--- src/rtl/mac_unit_vert_seq.sv ---
// mac_unit_vert_seq: sequential vertical bit-column MAC.
// Latches one signed activation vector and its per-group sums. It then takes
// WEIGHT_BITS weight bit-columns, LSB column first, one per handshake, and
// returns one signed dot product per vector.
// Optional feature macro: MAC_VERT_HAMMING_EN adds a per-column single
// activation correction term (ham_sel / ham_sign) and one extra result bit.
module mac_unit_vert_seq #(
   parameter int DATA_WIDTH    = 8,
   parameter int VEC_LENGTH    = 16,
   parameter int GROUP_SIZE    = 8,
   parameter int NUM_GROUPS    = VEC_LENGTH / GROUP_SIZE,
   parameter int LANES         = GROUP_SIZE / 2,
   parameter int WEIGHT_BITS   = 8,
   parameter int SEL_WIDTH     = $clog2(GROUP_SIZE) + 1,
`ifdef MAC_VERT_HAMMING_EN
   parameter int HAM_SEL_WIDTH = $clog2(VEC_LENGTH) + 1,
   parameter int RESULT_WIDTH  = DATA_WIDTH + $clog2(VEC_LENGTH) + WEIGHT_BITS + 2
`else
   parameter int RESULT_WIDTH  = DATA_WIDTH + $clog2(VEC_LENGTH) + WEIGHT_BITS + 1
`endif
) (
   input  logic                                clk,
   input  logic                                reset,
   input  logic [VEC_LENGTH*DATA_WIDTH-1:0]    act,
   input  logic                                act_valid,
   output logic                                act_ready,
   input  logic [NUM_GROUPS*LANES*SEL_WIDTH-1:0] act_sel,
   input  logic [NUM_GROUPS-1:0]               is_skip_zero,
`ifdef MAC_VERT_HAMMING_EN
   input  logic [HAM_SEL_WIDTH-1:0]            ham_sel,
   input  logic                                ham_sign,
`endif
   input  logic                                col_valid,
   output logic                                col_ready,
   output logic [RESULT_WIDTH-1:0]             result,
   output logic                                out_valid,
   input  logic                                out_ready
);

   localparam int GSUM_W = DATA_WIDTH + $clog2(GROUP_SIZE);
   localparam int CNT_W  = (WEIGHT_BITS > 1) ? $clog2(WEIGHT_BITS) : 1;
   localparam logic [CNT_W-1:0] LAST_COL = CNT_W'(WEIGHT_BITS - 1);

   typedef enum logic [1:0] {
      IDLE = 2'd0,
      RUN  = 2'd1,
      DONE = 2'd2
   } state_t;

   state_t                          state_r;
   state_t                          state_next_s;
   logic                            act_ready_r;
   logic                            col_ready_r;
   logic                            out_valid_r;
   logic signed [RESULT_WIDTH-1:0]  result_r;
   logic signed [RESULT_WIDTH-1:0]  acc_r;
   logic [CNT_W-1:0]                col_cnt_r;

   logic signed [DATA_WIDTH-1:0]    act_r       [VEC_LENGTH];
   logic signed [GSUM_W-1:0]        group_sum_r [NUM_GROUPS];
   logic signed [GSUM_W-1:0]        group_sum_s [NUM_GROUPS];

   logic signed [RESULT_WIDTH-1:0]  col_sum_s;
   logic signed [RESULT_WIDTH-1:0]  col_term_s;
   logic signed [RESULT_WIDTH-1:0]  col_total_s;
   logic signed [RESULT_WIDTH-1:0]  acc_next_s;

   logic                            act_fire_s;
   logic                            col_fire_s;
   logic                            last_col_s;

   assign act_fire_s = act_valid & act_ready_r;
   assign col_fire_s = col_valid & col_ready_r;
   assign last_col_s = (col_cnt_r == LAST_COL);

   assign act_ready  = act_ready_r;
   assign col_ready  = col_ready_r;
   assign out_valid  = out_valid_r;
   assign result     = result_r;

   // Per-group sums of the incoming vector, captured alongside the vector.
   always_comb begin
      for (int g = 0; g < NUM_GROUPS; g++) begin
         logic signed [GSUM_W-1:0] gs_s;
         gs_s = {GSUM_W{1'b0}};
         for (int i = 0; i < GROUP_SIZE; i++) begin
            gs_s = gs_s + GSUM_W'($signed(act[(g*GROUP_SIZE + i)*DATA_WIDTH +: DATA_WIDTH]));
         end
         group_sum_s[g] = gs_s;
      end
   end

   // Column sum: selected lanes per group, or the complement against group_sum.
   always_comb begin
      col_sum_s = {RESULT_WIDTH{1'b0}};
      for (int g = 0; g < NUM_GROUPS; g++) begin
         logic signed [RESULT_WIDTH-1:0] sel_sum_s;
         logic [SEL_WIDTH-1:0]           sel_s;
         int                             idx_s;
         sel_sum_s = {RESULT_WIDTH{1'b0}};
         for (int k = 0; k < LANES; k++) begin
            sel_s = act_sel[(g*LANES + k)*SEL_WIDTH +: SEL_WIDTH];
            idx_s = g*GROUP_SIZE + int'(sel_s);
            if (int'(sel_s) < GROUP_SIZE) begin
               sel_sum_s = sel_sum_s + RESULT_WIDTH'(act_r[idx_s]);
            end else begin
               sel_sum_s = sel_sum_s;
            end
         end
         if (is_skip_zero[g]) begin
            col_sum_s = col_sum_s + sel_sum_s;
         end else begin
            col_sum_s = col_sum_s + (RESULT_WIDTH'(group_sum_r[g]) - sel_sum_s);
         end
      end
   end

   // The MSB weight column carries negative significance.
   always_comb begin
      if (last_col_s) begin
         col_term_s = -col_sum_s;
      end else begin
         col_term_s = col_sum_s;
      end
   end

`ifdef MAC_VERT_HAMMING_EN
   logic signed [RESULT_WIDTH-1:0] ham_term_s;

   // Single-activation correction term; never subject to MSB negation.
   always_comb begin
      int ham_idx_s;
      ham_idx_s  = int'(ham_sel);
      ham_term_s = {RESULT_WIDTH{1'b0}};
      if (ham_idx_s < VEC_LENGTH) begin
         if (ham_sign) begin
            ham_term_s = -RESULT_WIDTH'(act_r[ham_idx_s]);
         end else begin
            ham_term_s = RESULT_WIDTH'(act_r[ham_idx_s]);
         end
      end else begin
         ham_term_s = {RESULT_WIDTH{1'b0}};
      end
   end

   assign col_total_s = col_term_s + ham_term_s;
`else
   assign col_total_s = col_term_s;
`endif

   assign acc_next_s = acc_r + (col_total_s <<< col_cnt_r);

   // Next-state logic for the vector sequencer.
   always_comb begin
      state_next_s = state_r;
      case (state_r)
         IDLE: begin
            if (act_fire_s) begin
               state_next_s = RUN;
            end else begin
               state_next_s = IDLE;
            end
         end
         RUN: begin
            if (col_fire_s && last_col_s) begin
               state_next_s = DONE;
            end else begin
               state_next_s = RUN;
            end
         end
         DONE: begin
            if (out_ready) begin
               state_next_s = IDLE;
            end else begin
               state_next_s = DONE;
            end
         end
         default: begin
            state_next_s = IDLE;
         end
      endcase
   end

   // State, handshake flags, accumulator, column counter and result.
   always_ff @(posedge clk) begin
      if (reset) begin
         state_r     <= IDLE;
         act_ready_r <= 1'b1;
         col_ready_r <= 1'b0;
         out_valid_r <= 1'b0;
         result_r    <= {RESULT_WIDTH{1'b0}};
         acc_r       <= {RESULT_WIDTH{1'b0}};
         col_cnt_r   <= {CNT_W{1'b0}};
      end else begin
         state_r     <= state_next_s;
         act_ready_r <= (state_next_s == IDLE);
         col_ready_r <= (state_next_s == RUN);
         out_valid_r <= (state_next_s == DONE);
         if (act_fire_s) begin
            acc_r     <= {RESULT_WIDTH{1'b0}};
            col_cnt_r <= {CNT_W{1'b0}};
         end else if (col_fire_s) begin
            acc_r     <= acc_next_s;
            col_cnt_r <= col_cnt_r + CNT_W'(1);
            if (last_col_s) begin
               result_r <= acc_next_s;
            end
         end
      end
   end

   // Activation vector and group sums, captured on the vector handshake.
   always_ff @(posedge clk) begin
      if (act_fire_s) begin
         for (int i = 0; i < VEC_LENGTH; i++) begin
            act_r[i] <= $signed(act[i*DATA_WIDTH +: DATA_WIDTH]);
         end
         for (int g = 0; g < NUM_GROUPS; g++) begin
            group_sum_r[g] <= group_sum_s[g];
         end
      end
   end

endmodule

--- config.mk ---
export PLATFORM = sky130hd
export DESIGN_NAME = mac_unit_vert_seq
export DESIGN_NICKNAME = d
export VERILOG_FILES = /design/src/rtl/mac_unit_vert_seq.sv
export SDC_FILE = /design/constraint.sdc
export NUM_CORES = 1
export LEC_CHECK = 0
export CORE_UTILIZATION = 60
export CTS_CLUSTER_SIZE = 12
export DETAILED_ROUTE_END_ITERATION = 10
export PLACE_DENSITY = 0.81
export SYNTH_ARGS = -nofsm -noshare
export SYNTH_HDL_FRONTEND = slang
export SYNTH_SLANG_ARGS = --single-unit
export TNS_END_PERCENT = 1
--- constraint.sdc ---
create_clock -name clk -period 30.2 [get_ports clk]
set_input_delay 7.55 -clock clk [delete_from_list [all_inputs] [get_ports clk]]
set_output_delay 7.55 -clock clk [all_outputs]
set_load 0.01 [all_outputs]
==> flow_summary_export.csv <==
group,metric,value,unit
outcome,status,"finished, final reports clean",
die,die_w,216.8,µm
critical_path,critical_path.max_fanout,16,
logic_synthesis,yosys-top-cells-area,"mux4_2 (22%), edfxtp_1 (16%), fa_1 (9.8%)",
routing,post-route-drc-count,0,
critical_path,cp-end-kind,"flop",
clock_tree,post_cts_buffers,0,
finish,finalNetCount,3315,
logic_synthesis,synth_warnings,0,
logic_synthesis,ys_ff_latch,200,
grt,first_global_vias,23590,
clock_tree,ctsLongestPathBuffers,2,
clock_tree,clock_sinks,200,
routing,drtAntennaViolNets,0,
grt,antenna_found_initial,6,
logic_synthesis,syn_avg_cell_area,10.21,µm²
worst_hold_path,hold_end,"result[15]",
routing,dr.pass1.iters,6,
job,max_cap_violations,0,
worst_hold_path,min_from,"result[15]",
logic_synthesis,synth_cell_types,89,
placement,io_buffers,190,
grt,grt_usage,35.76,%
timing,clock-skew-final,19.25,ps
clock_tree,cts_tree,"built",
logic_synthesis,synth_flop_cell,"edfxtp_1",
clock_tree,clock-root-buffer,"clkbuf_16",
die,initial_core_util,60.86,%
logic_synthesis,yosysTopAreaCell,"mux4_2",
die,die_area,0.04699,mm²
timing,totalNegativeSetupSlack,0,ps
timing,layout_min_cycle_time,22080,ps
grt,grt_max_degree,77,
logic_synthesis,async_flop_share,0,%
die,die_y,216.8,µm
grt,overflow,0,
timing,slew_headroom,14.05,%
routing,drtIter0Drc,2401,
logic_synthesis,synth_nets,3214,
clock_tree,clk_pin_slew,90,ps
critical_path,reg2reg_from,"act_r[11][0]",
timing,finalCritPeriodShare,73.13,%
timing,hold_violations,0,
timing,rsz0062_at_grt,"false",
die,ioPinCount,191,
critical_path,worstReg2RegEnd,"result[20]",
logic_synthesis,synthCells,2710,
timing,worst_slew_pin_slew,1253,ps
logic_synthesis,yosysTopAreaCellShare,21.89,%
clock_tree,htree_levels,4,
routing,wl_per_cell,23.65,µm
die,core,0.04548,mm²
placement,dpl.hpwl,64.65,mm
timing,finalSetupViolCount,0,
finish,syn_to_final_growth,10.53,%
clock_tree,clock_latency,500,ps
logic_synthesis,syn_area,0.02768,mm²
critical_path,reg2reg_depth,56,
critical_path,arrival,22440,ps
routing,drt-total-wl,81.06,mm
clock_tree,cts-resized-gates,0,
clock_tree,ctsHoldBuffers,0,
routing,vias,23180,
critical_path,worst-setup-path-type,"in -> reg",
logic_synthesis,synth_common_cells,"inv_1 (279), mux4_2 (269), a21oi_1 (210), ha_1 (202), nand2_1 (198)",
critical_path,startpoint_type,"primary input",
critical_path,cp.required,30550,ps
routing,vias_per_cell,6.762,
worst_hold_path,hold_class,"reg -> reg",
logic_synthesis,synth-edff-count,150,
logic_synthesis,yosysSeqAreaShare,19.89,%
timing,drv_slew,0,
worst_hold_path,min_path_cells,2,
clock_tree,cts_buffers,17,
grt,grt_pass1_wl,129.4,mm
critical_path,slowest_delay,1170,ps
critical_path,regToRegSetupSlack,15640,ps
critical_path,cpMostUsedCell,"inv_1",
critical_path,slowest_stage,"clkdlybuf4s50_1",
die,placementRows,78,
logic_synthesis,synth.most_common_cell,"inv_1",
finish,final_layout_size_suffix_gt1_share,14.31,%
placement,gp_congestion,0.9726,
timing,clock.fmax,0.04528,GHz
-- cell type report --
cell class                      count  area [µm²]
Clock buffer                       17       425.4
Antenna cell                        3       7.507
Timing Repair Buffer              217        2069
Inverter                          280        1051
Fill cell                        3421       14890
Clock inverter                     15       196.4
Tap cell                          600       750.7
Multi-Input combinational cell   2095       20580
Sequential cell                   200        5505
-- critical path: cells and delay by family --
kind                       cells  cell delay (ps)
AOI/OAI and AO/OA             23             5570
xor gates and xnor gates       4              660
adders and majority gates      9             3380
buffers and inverters          8             1670
muxes                          3              940
and+or+nand+nor               11             2630
-- layout by cell type, fill, tap and decap left out, drive strengths merged, types with 9 or more instances in the layout --
cell type      synthesis  routed
a21oi                212     212
buf                   39      34
o31ai                 14      14
a211oi                35      35
o41ai                 13      13
clkbuf                96      17
and3                  12      12
inv                  280     286
mux4                 269     269
nor3                  41      41
nor2                 181     181
a21o                  55      55
o21ai                145     145
fa                   135     135
nand3                 35      35
edfxtp               150     150
o21a                  33      33
xnor2                103     103
or3                   16      16
dfxtp                 50      50
nor4                  11      11
nor2b                 15      15
o211ai                12      12
mux2                  36      36
a31oi                 16      16
mux2i                 53      53
and2                  12      12
o21bai                38      38
nand2b                16      16
xor2                  60      60
clkdlybuf4s50          0     183
ha                   202     202
nand2                198     198
a21boi                 9       9
-- how the worst max path moves through the flow --
stage | startpoint | endpoint | slack (ps)
floorplan | act_sel[4] | result[20] | 9450
global placement | act_sel[0] | result[20] | 8140
detailed placement | act_sel[0] | result[20] | 7790
CTS | act_sel[0] | result[20] | 8260
global route | act_sel[0] | result[20] | 6840
finish | act_sel[0] | result[20] | 8120
-- layer usage --
layer / up-vias / track usage (%) / wire (µm)
li1: 10350 / - / -
met1: 11260 / 45.09 / 30910
met2: 1250 / 58.76 / 38810
met3: 307 / 6.904 / 6966
met4: 8 / 18.57 / 4321
met5: - / 0 / 52
-- state kept, by name (all words and copies together) (netlist names) --
signal       flops
act_r          128
act_ready        1
group_sum_r     22
state_r          2
col_cnt_r        3
acc_r           21
col_ready        1
out_valid        1
result          21
-- cells by family (layout without fill, tap and decap cells) --
logic type,Yosys count,in the layout,synth area share [%]
other,0,3,0
multiplexers,358,358,25.27
adder cells (fa/ha/maj),337,337,18.90
flip-flops,200,200,19.89
XOR/XNOR,164,164,5.240
AND/OR/NAND/NOR,579,579,9.697
AO/OA/AOI/OAI,657,657,15.24
buffers and inverters,415,529,5.759
-- metrics by stage --
step	cells	worst slack (ps)	utilization (%)	hold WS [ps]	area [µm²]
6_report	3427	8115	67.26	461.8	30590
5_1_grt	3425	6841	67.25	483.0	30590
4_1_cts	3424	8264	67.25	463.0	30580
3_5_place_dp	3392	7786	65.88	451.9	29960
3_3_place_gp	3392	8137	65.88	442.6	29960
2_1_floorplan	2710	9446	-	434.7	27680
Power is left out: the tool's default activity adds up to more than one toggle a clock period on the data nets, which glitch-free logic cannot reach.
